## src/rtl/mem_port_arbiter.sv

```systemverilog
// Two-port round-robin arbiter in front of a single synchronous-read memory.
// Port 0 is the CPU datapath, port 1 the loader/debug port; one access in flight at a time.
module mem_port_arbiter #(
   parameter int DATA_W  = 16,
   parameter int ADDR_W  = 8,
   parameter int MEM_LAT = 1
) (
   input  logic              clock,
   input  logic              reset,
   input  logic              p0_req,
   input  logic              p0_we,
   input  logic [ADDR_W-1:0] p0_addr,
   input  logic [DATA_W-1:0] p0_wdata,
   output logic              p0_ack,
   output logic [DATA_W-1:0] p0_rdata,
   input  logic              p1_req,
   input  logic              p1_we,
   input  logic [ADDR_W-1:0] p1_addr,
   input  logic [DATA_W-1:0] p1_wdata,
   output logic              p1_ack,
   output logic [DATA_W-1:0] p1_rdata,
   output logic              mem_en,
   output logic              mem_we,
   output logic [ADDR_W-1:0] mem_addr,
   output logic [DATA_W-1:0] mem_wdata,
   input  logic [DATA_W-1:0] mem_rdata,
   output logic              busy,
   output logic              grant
);

   typedef enum logic [1:0] {IDLE, ISSUE, WAIT, DONE} state_t;

   localparam int CNT_W = 3;

   state_t            state_q, state_d;
   logic [CNT_W-1:0]  cnt_q, cnt_d;
   logic              we_q, we_d;
   logic              last_q, last_d;
   logic              grant_q, grant_d;
   logic              sel;
   logic              rd_cap;
   logic              mem_en_q, mem_en_d;
   logic              mem_we_q, mem_we_d;
   logic [ADDR_W-1:0] mem_addr_q, mem_addr_d;
   logic [DATA_W-1:0] mem_wdata_q, mem_wdata_d;
   logic              busy_q, busy_d;
   logic              p0_ack_q, p0_ack_d;
   logic              p1_ack_q, p1_ack_d;
   logic [DATA_W-1:0] p0_rdata_q, p0_rdata_d;
   logic [DATA_W-1:0] p1_rdata_q, p1_rdata_d;

   // last_q resets to 1 so that port 0 wins the first contention.
   always_ff @(posedge clock or posedge reset) begin
      if (reset) begin
         state_q     <= IDLE;
         cnt_q       <= '0;
         we_q        <= 1'b0;
         last_q      <= 1'b1;
         grant_q     <= 1'b0;
         mem_en_q    <= 1'b0;
         mem_we_q    <= 1'b0;
         mem_addr_q  <= '0;
         mem_wdata_q <= '0;
         busy_q      <= 1'b0;
         p0_ack_q    <= 1'b0;
         p1_ack_q    <= 1'b0;
         p0_rdata_q  <= '0;
         p1_rdata_q  <= '0;
      end else begin
         // NOTE: sequential state uses non-blocking assignments only, so every flop sees pre-edge values.
         state_q     <= state_d;
         cnt_q       <= cnt_d;
         we_q        <= we_d;
         last_q      <= last_d;
         grant_q     <= grant_d;
         mem_en_q    <= mem_en_d;
         mem_we_q    <= mem_we_d;
         mem_addr_q  <= mem_addr_d;
         mem_wdata_q <= mem_wdata_d;
         busy_q      <= busy_d;
         p0_ack_q    <= p0_ack_d;
         p1_ack_q    <= p1_ack_d;
         p0_rdata_q  <= p0_rdata_d;
         p1_rdata_q  <= p1_rdata_d;
      end
   end

   always_comb begin
      // NOTE: every signal gets a default first so no path leaves it unassigned and no latch is inferred.
      state_d     = state_q;
      cnt_d       = cnt_q;
      we_d        = we_q;
      last_d      = last_q;
      grant_d     = grant_q;
      mem_addr_d  = mem_addr_q;
      mem_wdata_d = mem_wdata_q;
      sel         = 1'b0;
      case (state_q)
         IDLE: begin
            if (p0_req || p1_req) begin
               sel         = (p0_req && p1_req) ? ~last_q : p1_req;
               grant_d     = sel;
               last_d      = sel;
               we_d        = sel ? p1_we : p0_we;
               mem_addr_d  = sel ? p1_addr : p0_addr;
               mem_wdata_d = sel ? p1_wdata : p0_wdata;
               state_d     = ISSUE;
            end
         end
         ISSUE: begin
            cnt_d   = CNT_W'(MEM_LAT - 1);
            state_d = WAIT;
         end
         WAIT: begin
            if (cnt_q == '0) state_d = DONE;
            else             cnt_d   = cnt_q - CNT_W'(1);
         end
         DONE:    state_d = IDLE;
         default: state_d = IDLE;
      endcase
   end

   // Outputs are decoded from the next state so they appear registered in that state's cycle.
   always_comb begin
      mem_en_d   = (state_d == ISSUE);
      mem_we_d   = (state_d == ISSUE) && we_d;
      busy_d     = (state_d != IDLE);
      p0_ack_d   = (state_d == DONE) && !grant_d;
      p1_ack_d   = (state_d == DONE) && grant_d;
      rd_cap     = (state_q == WAIT) && (cnt_q == '0) && !we_q;
      p0_rdata_d = (rd_cap && !grant_q) ? mem_rdata : p0_rdata_q;
      p1_rdata_d = (rd_cap && grant_q)  ? mem_rdata : p1_rdata_q;
   end

   assign mem_en    = mem_en_q;
   assign mem_we    = mem_we_q;
   assign mem_addr  = mem_addr_q;
   assign mem_wdata = mem_wdata_q;
   assign busy      = busy_q;
   assign grant     = grant_q;
   assign p0_ack    = p0_ack_q;
   assign p1_ack    = p1_ack_q;
   assign p0_rdata  = p0_rdata_q;
   assign p1_rdata  = p1_rdata_q;

endmodule

```

## config.mk

```make
export PLATFORM = sky130hd
export DESIGN_NAME = mem_port_arbiter
export DESIGN_NICKNAME = d
export VERILOG_FILES = /design/src/rtl/mem_port_arbiter.sv
export SDC_FILE = /design/constraint.sdc
export NUM_CORES = 1
export LEC_CHECK = 0
export CORE_ASPECT_RATIO = 1.5
export CORE_UTILIZATION = 45
export CTS_BUF_LIST = sky130_fd_sc_hd__clkbuf_4
export CTS_CLUSTER_DIAMETER = 150
export DETAILED_ROUTE_END_ITERATION = 10
export MAX_ROUTING_LAYER = met4
export PLACE_DENSITY_LB_ADDON = 0.05
export RECOVER_POWER = 25
export SLEW_MARGIN = 20
export SYNTH_ARGS = -nofsm -noshare
export SYNTH_HDL_FRONTEND = slang
export SYNTH_SLANG_ARGS = --single-unit
export TNS_END_PERCENT = 100
```

## constraint.sdc

```tcl
create_clock -name clock -period 6.3 [get_ports clock]
set_input_delay 1.26 -clock clock [delete_from_list [all_inputs] [get_ports clock]]
set_output_delay 1.26 -clock clock [all_outputs]
set_load 0.01 [all_outputs]
```

### Word-level counts from Yosys, hierarchy flattened

Index checks and enable logic that the tools add are counted.

| word-level totals | value |
|---|---|
| flip-flop bits (word level) | 69 |
| input port bits | 70 |
| logic and storage cells | 53 |
| output and inout bits | 62 |

| cells by class | value |
|---|---|
| add/sub/neg operators | 1 |
| reduce and logical (&&, ||, !) cells | 18 |
| bitwise logic cells | 1 |
| multiplexer cells | 13 |
| eq/ne operators | 6 |

Operator list:

| kind | number |
|---|---|
| 16-bit two-way mux | 1 |
| 1-bit logical AND | 8 |
| 8-bit two-way mux | 1 |
| 2-bit one-hot mux with 4 select lines | 1 |
| 2-bit equality test, second input constant | 3 |
| 1-bit two-way mux | 6 |
| 3-bit one-hot mux with 2 select lines | 1 |
| 2-bit by 1-bit equality test with 1-bit output, second input constant | 2 |
| 2-bit two-way mux | 2 |
| 2-bit AND reduction | 2 |
| 2-bit nonzero test | 2 |
| 1-bit zero test | 3 |
| 3-bit zero test | 1 |
| 3-bit two-way mux | 1 |
| 3-bit by 1-bit subtractor with 3-bit output, second input constant | 1 |
| 2-bit zero test | 1 |
| 2-bit != test, second input constant | 1 |
| 1-bit logical OR | 1 |
| 1-bit inverter | 1 |

### Logic depth before layout (Yosys ltp)

| logic depth | value |
|---|---|
| depth after elaboration | 6 |
| gate-level depth with buffers | 7 |
| depth with buffers taken out | 5 |

### Least setup slack after synthesis

Ideal clock, no wire load.

| timing | value |
|---|---|
| kind | in2reg |
| from | in p1_req |
| to | reg mem_addr_q[0] (netlist: mem_addr[0]) |
| data required time | 6.159 ns |
| path slack | 4.088 ns |
| arrival | 2.071 ns |
| setup time | 0.141 ns |
| stages | 4 |
| path buffers | 2 |
| cells stage by stage | o21a_1 > clkbuf_1 > clkbuf_1 > a31oi_1 |

| on the way | value |
|---|---|
| word-level cells in the longest chain between the ends | 3 |
| elaborated cells between the ends (all ways) | 5 |
| those cells by class | mux (2); reduce/logical (3) |

Ends and longest elaborated chain:

| item | line | RTL |
|---|---|---|
| from (decl) | 16 | `input logic p1_req,` |
| 1-bit logical AND | 101 | `sel = (p0_req && p1_req) ? ~last_q : p1_req;` |
| 1-bit two-way mux | 101 |  |
| 8-bit two-way mux | 105 | `mem_addr_d = sel ? p1_addr : p0_addr;` |
| to (signal assigned) | 78 | `mem_addr_q <= mem_addr_d;` |
| to (decl) | 44 | `logic [ADDR_W-1:0] mem_addr_q, mem_addr_d;` |

Several ways; a longest one is shown, not always the timed one.
A chain may end at the register's enable or synchronous reset.

### Worst setup path in the final report

| timing | value |
|---|---|
| from | reg state_q[0] |
| to | reg p0_rdata_q[11] (netlist: p0_rdata[11]) |

| on the way | value |
|---|---|
| word-level cells in the longest chain between the ends | 4 |

Ends and longest elaborated chain:

| item | line | RTL |
|---|---|---|
| from (decl) | 35 | `state_t state_q, state_d;` |
| from (signal assigned) | 71 | `state_q <= state_d;` |
| 2-bit equality test | 130 | `rd_cap = (state_q == WAIT) && (cnt_q == '0) && !we_q;` |
| 1-bit logical AND (2 in series) | 130 |  |
| 1-bit logical AND | 131 | `p0_rdata_d = (rd_cap && !grant_q) ? mem_rdata : p0_rdata_q;` |
| to (signal assigned) | 83 | `p0_rdata_q <= p0_rdata_d;` |
| to (decl) | 49 | `logic [DATA_W-1:0] p0_rdata_q, p0_rdata_d;` |

Every way passes these cells.

==> metrics.yaml <==
fill_cells: 504
ant_nets: 0
async_reset_ff_share_pct: 100.0
drc: 0
finalPower_mw: 2.023
post-synth-top-area-cell: "dfrtp_1"
synth_top_family_by_area: "multiplexers"
grt_pass1_wl_mm: 10.65
required_ns: 6.59
synth_area_leaders: "dfrtp_1 57%, mux2_2 8.3%, nand2_1 6.3%, a31oi_1 5.3%, mux2_4 5.0%"
power_density_mw_per_mm2: 458.4
end_kind: "flip-flop"
max_freq_mhz: 332.6
ys_ff_latch: 69
vdd_drop_max_mv: 0.2840
num_vias: 2349
core_area_sq_mm: 0.006262
rsz0062_at_grt: "no"
cp-start-kind: "flip-flop"
synth-edff-count: 0
hpwl_mm: 4.721
setup_violations: 0
slew_headroom_pct: 19.69
outcome: "completed"
grt_pass1_vias: 2341
ys_seq_area_share_pct: 58.03
synth_cells: 255
period_share_pct: 47.72
routedWlPerCell_um: 14.35
synthSimpleGateAreaFrac_pct: 13.95
nNetsFinal: 462
synthesis.nets: 331
postCtsSetupBuffers: 0
tightest_slew_ns: 1.188
synth.distinct_cells: 33
synth_xor_area_share_pct: 0
min_path_type: "reg2reg"
ctsResizeCount: 0
synth_top_flop_cell: "dfrtp_1"
synth_warnings: 0
drt-initial-drc-count: 137
via_per_inst: 5.052
layout-drive-gt1-share_pct: 11.25
initial_core_util_pct: 47.55
setup_tns_ns: 0
arrival_ns: 3.29
drtPass1Iterations: 4
maxCapViolCount: 0
synthAdderAreaFrac_pct: 2.521
clkTransAtPathRegs_ns: 0.10
io-pin-count: 132
mostFrequentLayoutCells: "129 x clkdlybuf4s50_1, 68 x dfrtp_1, 50 x nand2_1"
avgSynthCellArea_sq_um: 11.68
grt_usage_pct: 21.90
die-area_sq_mm: 0.006954
gp_congestion: 0.7718
cts_max_path_buffers: 2
syn_to_final_growth_pct: 48.19
synth_top_area_share_pct: 57.14
syn_area_sq_mm: 0.002978
htreeDepth: 3
dieWidth_um: 68.42
cts-hold-fix-buffers: 0
die_height_um: 101.6
layout_commonest_cell: "clkdlybuf4s50_1"
finalCriticalPeriod_ns: 3.006
rows: 35
hold_viol: 0
cp_max_fo: 12
portBuffers: 131
clock_latency_ns: 0.41
cts_tree: "yes"
antenna_found_initial: 0
slew_viol_final: 0
fin_skew_ns: 0.01753
cts-root-buf: "clkbuf_4"
wl_mm: 6.675
p_leak_nw: 1.867
grt_start_max_net_pins: 70
diodes: 0
crit_type: "reg2reg"
synthMuxAreaShare_pct: 14.37
synth_compound_area_share_pct: 7.731
cts_buffers: 9
cts_num_sinks: 69
grt_overflow: 0
-- synth_stat cells (3+ instances only) --
library cell / instances
a31oi_1: 25
clkbuf_1: 10
dfrtp_1: 68
ha_1: 6
inv_1: 6
mux2_2: 22
mux2_4: 10
mux2i_1: 3
nand2_1: 50
nor2_1: 28
-- cells by family after synthesis --
group           count (synthesis)
compound gates                 34
fa+ha+maj                       6
buf+inv                        20
flops                          69
mux                            35
simple gates                   91
-- registers in the layout (all words and copies together), names as in the netlist --
signal and cells:
busy 1, cnt_q 3, grant 1, last_q 1, mem_addr 8, mem_en 1
mem_wdata 16, mem_we 1, p0_ack 1, p0_rdata 16, p1_ack 1, p1_rdata 16
state_q 2, we_q 1
-- worst max-delay path, stage by stage, from the launching register on --
cell and delay [ns]:
dfrtp_1 0.43, inv_1 0.12, ha_1 0.34, nor4b_1 0.99, clkbuf_1 0.60, mux2_2 0.41
-- worst paths after layout --
path	startpoint	end	slack, ns	cells past startpoint
min reg2reg	p1_rdata[9]	p1_rdata[9]	0.50	1
max reg2reg	state_q[0]	p0_rdata[11]	3.29	5
max	state_q[0]	p0_rdata[11]	3.29	5
min in group asynchronous	reset	p0_rdata[2]	1.56	3
max in group asynchronous	reset	mem_wdata[0]	4.19	3
min	p1_rdata[9]	p1_rdata[9]	0.50	1
-- where the power goes --
part | internal, mW | leakage [nW] | switching, mW | total [mW]
logic | 0.564 | 0.985 | 0.405 | 0.969
registers | 0.658 | 0.803 | 0.113 | 0.770
clock network | 0.138 | 0.0794 | 0.146 | 0.283
-- through the flow --
stage	cells	instance area (sq um)	utilization [%]	hold WS (ns)	setup slack, ns
after global placement	448	4322	69.01	0.4713	3.015
after floorplan	255	2978	-	0.4561	3.302
after CTS	464	4458	71.19	0.5007	3.439
final	465	4413	70.47	0.4962	3.294
after global routing	465	4413	70.47	0.5198	3.141
after detailed placement	448	4322	69.01	0.4769	2.981
-- routing by layer --
metal	share of wire, %	track usage, %	up-vias
li1	-	-	1135
met1	39	23.68	1113
met5	0	-	-
met2	51	34.62	93
met3	7.5	8.559	8
met4	1.7	9.936	0
-- final cells by class --
type                    count  area (sq um)  area share [%]
clock inverters             3         38.79          0.8789
inverters                   6         22.52          0.5103
flip-flops and latches     69          1728           39.16
well taps                  74         92.59           2.098
clock buffers              13         97.59           2.212
multi-input cells         166          1104           25.01
repair buffers            134          1330           30.14
(Power assumes the default switching activity.)
